$ cat config.mk
export PLATFORM = sky130hd
export DESIGN_NAME = int_ctrl
export DESIGN_NICKNAME = d
export VERILOG_FILES = /design/src/rtl/bexkat1Def.sv /design/src/rtl/int_prio_enc.sv /design/src/rtl/int_ctrl.sv
export SDC_FILE = /design/constraint.sdc
export NUM_CORES = 1
export LEC_CHECK = 0
export ABC_AREA = 1
export CAP_MARGIN = 20
export CORE_ASPECT_RATIO = 1.2
export CORE_MARGIN = 8
export CORE_UTILIZATION = 48
export DETAILED_ROUTE_END_ITERATION = 6
export GPL_ROUTABILITY_DRIVEN = 0
export HOLD_SLACK_MARGIN = 0.05
export MAX_ROUTING_LAYER = met4
export PLACE_DENSITY = 0.87
export SETUP_SLACK_MARGIN = 0.5
export SKIP_LAST_GASP = 1
export SYNTH_ARGS = -nofsm -noshare
export SYNTH_HDL_FRONTEND = slang
export SYNTH_SLANG_ARGS = --single-unit
$ cat constraint.sdc
create_clock -name clk_i -period 6.3 [get_ports clk_i]
set_input_delay 1.26 -clock clk_i [delete_from_list [all_inputs] [get_ports clk_i]]
set_output_delay 1.26 -clock clk_i [all_outputs]
set_load 0.05 [all_outputs]
$ cat src/rtl/bexkat1Def.sv
// Shared definitions for the interrupt controller: register word indices,
// controller state encoding and the highest-set-bit helpers.
// Pure declarations, no logic or latency of its own.
package bexkat1Def;

   localparam int INTC_NSRC = 7;

   // Register word indices on the adr_i bus
   localparam logic [1:0] INTC_PENDING = 2'd0;
   localparam logic [1:0] INTC_MASK    = 2'd1;
   localparam logic [1:0] INTC_EDGE    = 2'd2;
   localparam logic [1:0] INTC_ISR     = 2'd3;

   // Controller state as seen from outside:
   //   IDLE  - nothing in service, nothing requested
   //   REQ   - a code is being presented on interrupts_o
   //   INSVC - at least one source in service, nothing higher requested
   typedef enum logic [1:0] {
      ST_IDLE  = 2'd0,
      ST_REQ   = 2'd1,
      ST_INSVC = 2'd2
   } intc_state_t;

   // Code (bit index + 1) of the highest set bit, 0 when no bit is set.
   // Source 6 is the highest priority and maps to code 7.
   function automatic logic [2:0] intc_top_code(input logic [INTC_NSRC-1:0] v);
      logic [2:0] c;
      c = 3'd0;
      for (int i = 0; i < INTC_NSRC; i++) begin
         if (v[i]) c = 3'(i + 1);
      end
      return c;
   endfunction

   // Sources whose code is strictly greater than 'code': bits [6:code].
   function automatic logic [INTC_NSRC-1:0] intc_above(input logic [2:0] code);
      return 7'h7f << code;
   endfunction

endpackage

$ cat src/rtl/int_prio_enc.sv
// 7-to-3 priority encoder: code of the highest set request bit, 0 = none.
// Latency: combinational.
// Backpressure: none, pure function of its input.
module int_prio_enc
   import bexkat1Def::*;
(
   input  logic [INTC_NSRC-1:0] req,
   output logic [2:0]           code
);

   // Highest set bit wins; bit n reports code n+1
   always_comb begin
      code = intc_top_code(req);
   end

endmodule

$ cat src/rtl/int_ctrl.sv
// Seven-source nesting interrupt controller with a small register bus.
// Latency: irq_i rise to interrupts_o is 3 cycles (2-flop sync + output reg); bus ack 1 cycle.
// Backpressure: bus requests are not accepted while ack_o is high. Macro INT_CTRL_EDGE_EN enables edge-triggered sources.
module int_ctrl
   import bexkat1Def::*;
(
   input  logic        clk_i,
   input  logic        rst_i,
   input  logic [6:0]  irq_i,
   output logic [2:0]  interrupts_o,
   input  logic        interrupts_enabled_i,
   input  logic        exc_i,
   input  logic        cyc_i,
   input  logic        stb_i,
   input  logic        we_i,
   input  logic [1:0]  adr_i,
   input  logic [31:0] dat_i,
   output logic [31:0] dat_o,
   output logic        ack_o
);

   logic [6:0]  sync1_q;
   logic [6:0]  sync2_q;
   logic [6:0]  mask_q;
   logic [6:0]  isr_q;
   logic [2:0]  prev_code_q;
   intc_state_t st_q;
   intc_state_t st_nxt;

   logic        bus_acc;
   logic        bus_wr;
   logic [6:0]  wdat;
   logic        unused_dat;

   logic        ack_hit;
   logic [6:0]  ack_bit;
   logic [6:0]  isr_acked;
   logic [2:0]  isr_top_code;
   logic [6:0]  isr_top_bit;
   logic [6:0]  isr_nxt;

   logic [6:0]  edge_vis;
   logic [6:0]  pend_vis;
   logic [6:0]  pend_elig;
   logic [6:0]  eligible;
   logic [2:0]  elig_code;
   logic [31:0] rd_dat;

   assign bus_acc    = cyc_i & stb_i & ~ack_o;
   assign bus_wr     = bus_acc & we_i;
   assign wdat       = dat_i[6:0];
   assign unused_dat = ^dat_i[31:7];

   // The pipeline takes an interrupt when it raises exc_i one cycle after it
   // saw a nonzero code with interrupts enabled; prev_code_q holds that code.
   assign ack_hit = exc_i & (prev_code_q != 3'd0);

   // One-hot ISR bit of the source being acknowledged
   always_comb begin
      ack_bit = '0;
      if (ack_hit) ack_bit[prev_code_q - 3'd1] = 1'b1;
   end

   // Ack is applied before EOI so a same-cycle EOI can retire the code just taken
   assign isr_acked = isr_q | ack_bit;

   int_prio_enc u_isr_enc (
      .req  (isr_acked),
      .code (isr_top_code)
   );

   // One-hot of the highest in-service bit, the one an EOI retires
   always_comb begin
      isr_top_bit = '0;
      if (isr_top_code != 3'd0) isr_top_bit[isr_top_code - 3'd1] = 1'b1;
   end

   assign isr_nxt = (bus_wr && adr_i == INTC_ISR) ? (isr_acked & ~isr_top_bit) : isr_acked;

`ifdef INT_CTRL_EDGE_EN
   logic [6:0] sync3_q;
   logic [6:0] edge_q;
   logic [6:0] pend_q;
   logic [6:0] rise;
   logic [6:0] w1c;
   logic [6:0] pend_nxt;

   assign rise = sync2_q & ~sync3_q;
   assign w1c  = (bus_wr && adr_i == INTC_PENDING) ? wdat : 7'd0;

   // A new rising edge outranks both the ack clear and a W1C clear
   assign pend_nxt = ((pend_q & ~ack_bit & ~w1c) | rise) & edge_q;

   // Edge-mode configuration, edge detector history and latched pending bits
   always_ff @(posedge clk_i or negedge rst_i) begin
      if (!rst_i) begin
         sync3_q <= '0;
         edge_q  <= '0;
         pend_q  <= '0;
      end else begin
         sync3_q <= sync2_q;
         pend_q  <= pend_nxt;
         if (bus_wr && adr_i == INTC_EDGE) edge_q <= wdat;
      end
   end

   assign edge_vis  = edge_q;
   assign pend_vis  = (sync2_q & ~edge_q) | (pend_q & edge_q);
   assign pend_elig = (sync2_q & ~edge_q) | pend_nxt;
`else
   // Level-only build: PENDING is the synchronized request, EDGE reads 0
   assign edge_vis  = '0;
   assign pend_vis  = sync2_q;
   assign pend_elig = sync2_q;
`endif

   // Only sources above the most important code still in service may request
   assign eligible = pend_elig & mask_q & intc_above(intc_top_code(isr_nxt));

   int_prio_enc u_elig_enc (
      .req  (eligible),
      .code (elig_code)
   );

   // Next controller state follows directly from the next code and ISR
   always_comb begin
      st_nxt = ST_IDLE;
      if (elig_code != 3'd0)  st_nxt = ST_REQ;
      else if (isr_nxt != '0) st_nxt = ST_INSVC;
   end

   // Register read mux; unused upper bits read as zero
   always_comb begin
      rd_dat = '0;
      case (adr_i)
         INTC_PENDING: rd_dat[6:0] = pend_vis;
         INTC_MASK:    rd_dat[6:0] = mask_q;
         INTC_EDGE:    rd_dat[6:0] = edge_vis;
         INTC_ISR:     rd_dat[6:0] = isr_q;
         default:      rd_dat      = '0;
      endcase
   end

   // Two-flop synchronizer on each device request
   always_ff @(posedge clk_i or negedge rst_i) begin
      if (!rst_i) begin
         sync1_q <= '0;
         sync2_q <= '0;
      end else begin
         sync1_q <= irq_i;
         sync2_q <= sync1_q;
      end
   end

   // Bus acknowledge, read data and MASK register
   always_ff @(posedge clk_i or negedge rst_i) begin
      if (!rst_i) begin
         ack_o  <= 1'b0;
         dat_o  <= '0;
         mask_q <= '0;
      end else begin
         ack_o <= bus_acc;
         dat_o <= bus_acc ? rd_dat : 32'd0;
         if (bus_wr && adr_i == INTC_MASK) mask_q <= wdat;
      end
   end

   // Controller state machine: presented code, in-service set and ack capture
   always_ff @(posedge clk_i or negedge rst_i) begin
      if (!rst_i) begin
         st_q         <= ST_IDLE;
         interrupts_o <= 3'd0;
         isr_q        <= '0;
         prev_code_q  <= 3'd0;
      end else begin
         st_q         <= st_nxt;
         interrupts_o <= elig_code;
         isr_q        <= isr_nxt;
         // st_q is ST_REQ exactly when interrupts_o is nonzero this cycle
         prev_code_q  <= (st_q == ST_REQ && interrupts_enabled_i) ? interrupts_o : 3'd0;
      end
   end

endmodule
# == Word level (Yosys, flattened, before mapping) ==
# Index checks and enable logic that the tools add are counted.
# totals
reg_bits,44
input_bits,48
# classes
add_sub_neg,2
n_lt_le_gt_ge,4
n_eq_ne,4
shifts,1
n_mux,33
bitwise,10
reduce_logical,10
# ops
op,n
3-bit 2-to-1 mux,15
7-bit 2-to-1 mux,4
7-bit case mux with 4 select lines,1
7-bit bitwise AND,3
2-bit 2-to-1 mux,6
3-bit nonzero test,3
"3-bit by 4-bit less-than comparator with 1-bit output, second input constant",2
7-bit NOT,1
7-bit bitwise OR,1
7-bit nonzero test,1
"7-bit by 3-bit << shifter with 7-bit output, first input constant",1
1-bit demux with 3-bit select,2
"3-bit by 1-bit >= comparator with 1-bit output, second input constant",2
"3-bit by 1-bit subtractor with 3-bit output, second input constant",2
1-bit logical AND,5
1-bit 2-to-1 mux,5
1-bit bitwise AND,4
"2-bit by 1-bit == test with 1-bit output, second input constant",2
"2-bit == test, second input constant",2
2-bit logical NOT,1
1-bit NOT,1

# == Longest topological paths before layout ==
# depth
ltp_word,41
ltp_mapped,30

# == Hierarchy ==
# A second synthesis with hierarchy kept.
# hier_totals
cells_unflattened,270
hier_area_um2,2321.0
# by_module_without_submodules
mod,instances,cells_each,area_per_inst_um2,seq_area_each_um2
int_ctrl,1,240,2193.4,1101.1
int_prio_enc,2,15,63.8,0.0

# == Least setup slack after synthesis ==
# Ideal clock, no wire load.
# synth_path
path_kind,input-to-reg
startpoint,input port exc_i
endpoint,register st_q[1]
setup_time_ps,113
t_arrival_ps,3255
required_ps,6187
setup_slack_ps,2931
cell_stages,25
n_path_buf,0
cell_sequence,nand3_2 inv_1 a21oi_1 nand2_1 nand2_1 nand2_2 a21oi_2 ha_1 nand3_1 nand2_2 inv_2 nor2_2 nand2_1 nand2_1 nand2_2 nor2_4 nand2_1 nor2_2 nand2_1 nand2_1 nand2_1 nand2_1 nand2_2 nand3_2 nor2_2
# synth_between
elab_chain_len,37
word_cells_on_any_way,41
classes_between,1 x add/sub; 2 x order compare; 1 x shift; 28 x mux; 5 x bitwise; 4 x reduce/logical
# synth_lines
element,line,source
"start, declared",int_ctrl.sv:12,"input logic exc_i,"
1-bit bitwise AND (*),int_ctrl.sv:56,assign ack_hit = exc_i & (prev_code_q != 3'd0);
7-bit 2-to-1 mux (*),int_ctrl.sv:61,if (ack_hit) ack_bit[prev_code_q - 3'd1] = 1'b1;
7-bit bitwise OR (*),int_ctrl.sv:65,assign isr_acked = isr_q | ack_bit;
1-bit 2-to-1 mux,bexkat1Def.sv:30,if (v[i]) c = 3'(i + 1);
2-bit 2-to-1 mux (2 in series),bexkat1Def.sv:30,
3-bit 2-to-1 mux (4 in series),bexkat1Def.sv:30,
3-bit by 1-bit subtractor with 3-bit output,int_ctrl.sv:75,if (isr_top_code != 3'd0) isr_top_bit[isr_top_code - 3'd1] = 1'b1;
3-bit by 4-bit less-than comparator with 1-bit output (not written as such) / 3-bit by 1-bit >= comparator with 1-bit output (equally long branches),int_ctrl.sv:75,
[14 not listed],--,
7-bit by 3-bit << shifter with 7-bit output,bexkat1Def.sv:37,return 7'h7f << code;
7-bit bitwise AND,int_ctrl.sv:118,assign eligible = pend_elig & mask_q & intc_above(intc_top_code(isr_nxt));
1-bit 2-to-1 mux,bexkat1Def.sv:30,
2-bit 2-to-1 mux (2 in series),bexkat1Def.sv:30,
3-bit 2-to-1 mux (4 in series),bexkat1Def.sv:30,
3-bit nonzero test,int_ctrl.sv:128,if (elig_code != 3'd0) st_nxt = ST_REQ;
2-bit 2-to-1 mux (*),int_ctrl.sv:128,
named net st_nxt[1],int_ctrl.sv:28,intc_state_t st_nxt;
"end signal, assigned",int_ctrl.sv:176,st_q <= st_nxt;
"end, declared",int_ctrl.sv:27,intc_state_t st_q;
# The timed path passes the listed nets; every way through them passes the cells marked *.
# A chain may end at the register's enable or synchronous reset.

# == Worst setup path after layout ==
# Same ends and word-level chain as after synthesis.

==> flow_metrics.env <==
export IMPL_run_status="completed"
export IMPL_rows=27
export IMPL_synth_area_top_cells="dfrtp_1, nand2_1, buf_4, inv_1, nand3_1"
export IMPL_worst_slack_ps=2390
export IMPL_drtIter0Drc=77
export IMPL_drive_gt1_share_pct=14.5
export IMPL_min_period_ps=3910
export IMPL_mostFrequentLayoutCells="nand2_1, dfrtp_1, inv_1"
export IMPL_yosys_area_top_type_share_pct=49.2
export IMPL_coreArea_sq_um=4530
export IMPL_via_per_inst=4.62
export IMPL_ys_seq_area_share_pct=49.2
export IMPL_worst_slew_pin_transition_ps=905
export IMPL_r2r_start="prev_code_q[0]"
export IMPL_met2_usage_pct=23.5
export IMPL_pwr_share_comb_pct=26.7
export IMPL_dieArea_sq_um=7110
export IMPL_synth_cells=256
export IMPL_ys_types=25
export IMPL_fin_crit_sh_pct=62.1
export IMPL_syn_avg_cell_area_sq_um=8.73
export IMPL_crit_type="in2reg"
export IMPL_reg2regPathDepth=28
export IMPL_r2r_end="st_q[1]"
export IMPL_clock_sinks=44
export IMPL_slew_headroom_pct=39.7
export IMPL_min_to="pend_elig[1]"
export IMPL_clk_pin_slew_worst_paths_ps=80
export IMPL_cts_tree="done"
export IMPL_totalWireLength_um=4350
export IMPL_pwr_share_seq_pct=43.9
export IMPL_end_kind="flip-flop"
export IMPL_grt_pass1_vias=1711
export IMPL_final_common_cell="nand2_1"
export IMPL_pre_cts_ws_ps=2090
export IMPL_worstSetupStartpointType="input pin"
export IMPL_num_antenna_cells=0
export IMPL_cts_hold_buf=0
export IMPL_hold_depth=0
export IMPL_ant_nets=0
export IMPL_start_util_pct=49.4
export IMPL_synth_cell_area_sq_um=2240
export IMPL_cp_arrival_ps=4110
export IMPL_clkLatencyLatePin_ps=290
export IMPL_max_vdd_ir_drop_uv=199
export IMPL_drv_slew=0
export IMPL_synth_seq_cells=44
export IMPL_rrSetupSlack_ps=2790
export IMPL_cp_common_cell="nand2_1"
export IMPL_numCtsBuffers=5
export IMPL_crit_start="exc_i"
export IMPL_portBuffers=33
export IMPL_skew_ps=9.41
export IMPL_power_density_nw_per_um2=284
export IMPL_intPower_mw=0.507
export IMPL_pwr_share_clk_pct=29.4
export IMPL_worst_path_max_delay_cell="clkdlybuf4s50_1"
export IMPL_setup_viol=0
export IMPL_cts_max_level=2
export IMPL_busiest_layer="met2"
export IMPL_p_leak_nw=1.40
export IMPL_setup_tns_ps=0
export IMPL_min_from="sync1_q[1]"
export IMPL_yosys_area_top_type="dfrtp_1"
export IMPL_fp_dieW_um=78.3
export IMPL_antenna_found_initial=0
export IMPL_cp_max_fo=4
export IMPL_detail_route_first_pass_iterations=4
export IMPL_syn2layout_area_growth_pct=18.9
export IMPL_drc_errors=0
export IMPL_vias=1634
export IMPL_grt_total_usage_pct=13.2
export IMPL_hold_violations=0
export IMPL_post_cts_resized=0
export IMPL_grt_max_degree=45
export IMPL_overflow=0
export IMPL_ys_warn_count=0
export IMPL_hp_class="reg2reg"
export IMPL_cp_slowest_stage_delay_ps=500
export IMPL_hpwl_um=3490
export IMPL_cts_setup_buffers=0
export IMPL_final_nets=347
export IMPL_die_h_um=90.8
export IMPL_fmax_mhz=255
export IMPL_avgRoutedWirePerCell_um=12.3
export IMPL_p_sw_mw=0.249
export IMPL_critPathRequiredTime_ps=6500
export IMPL_cts_path_max_buffers=2
export IMPL_use_met1_pct=13.1
export IMPL_grt_util_met3_pct=3.78
export IMPL_grt_pass1_wl_um=7420
export IMPL_rsz0062_at_grt="no"
export IMPL_power_switching_share_pct=33.0
export IMPL_cap_violations=0
export IMPL_cts_root_buf="clkbuf_8"
export IMPL_io_pins=84
[through the flow]
step                      instance area, sq um  total power [mW]  util [%]  std cells  hold slack, ps
after floorplan                           2330             0.495         -        280             331
after global placement                    2540             0.533      56.0        346             332
after detailed placement                  2540             0.537      56.0        346             342
after CTS                                 2660             0.760      58.7        354             353
after global routing                      2660             0.793      58.7        354             371
final                                     2660             0.756      58.7        354             351
[registers in the layout (all words and copies together) (netlist names)]
register / count
ack_o: 1
dat_o: 7
interrupts_o: 3
isr_q: 7
mask_q: 7
pend_elig: 7
prev_code_q: 3
st_q: 2
sync1_q: 7
[cell usage after synthesis]
| library cell | count |
|---|---|
| nand3_1 | 19 |
| conb_1 | 1 |
| nor3_2 | 1 |
| ha_1 | 4 |
| nand3_2 | 2 |
| mux2_2 | 7 |
| nand4_1 | 2 |
| buf_4 | 25 |
| o21ai_4 | 1 |
| o21ai_1 | 1 |
| nor2_2 | 7 |
| inv_1 | 42 |
| a21oi_2 | 2 |
| nand3b_1 | 1 |
| nor2_4 | 1 |
| a21boi_0 | 1 |
| inv_2 | 2 |
| o211ai_1 | 4 |
| nand2_1 | 59 |
| nand4_2 | 1 |
| a21oi_1 | 2 |
| nor3_1 | 2 |
| dfrtp_1 | 44 |
| nor2_1 | 15 |
| nand2_2 | 10 |
[metal layers]
layer | wire length [um] | share of wire (%) | vias to the layer above
met5 | 0 | 0 | -
met4 | 64 | 1.5 | 0
met3 | 221 | 5.1 | 7
met2 | 2310 | 53 | 48
met1 | 1760 | 40 | 766
li1 | - | - | 813
[worst max-delay path, delay by kind of cell]
kind            cells  cell delay (ps)
simple gates       21             1720
buf+inv             3              600
fa+ha+maj           1              200
compound gates      2              340
[cell type report]
cell class / count / area [sq um]
clock buffer: 6 / 82.6
clock inverter: 2 / 38.8
fill: 394 / 1870
inverter: 44 / 165
multi-input combinational: 167 / 872
sequential: 44 / 1100
tap: 58 / 72.6
timing repair buffer: 33 / 325
[kinds of logic after synthesis]
group / after synthesis / share of synthesized area, %
muxes: 7 / 3.53
buffers and inverters: 69 / 15.8
other: 1 / 0.168
DFF: 44 / 49.2
adders and majority gates: 4 / 2.24
AOI/OAI and AO/OA: 11 / 3.86
and+or+nand+nor: 120 / 25.2
[power by group through the flow]
stage | Sequential, mW | Combinational, mW | Clock (mW)
2_1_floorplan | 0.353 | 0.142 | 0
3_3_place_gp | 0.336 | 0.197 | 0
3_5_place_dp | 0.337 | 0.201 | 0
4_1_cts | 0.331 | 0.202 | 0.227
5_1_grt | 0.335 | 0.220 | 0.239
6_report | 0.332 | 0.202 | 0.222
[how the worst max path moves through the flow]
stage / endpoint / slack, ps
floorplan: st_q[1] / 2930
global placement: st_q[1] / 2190
finish: st_q[1] / 2390
detailed placement: st_q[1] / 2090
global route: st_q[1] / 2110
CTS: st_q[1] / 2390
(Power assumes the default switching activity.)
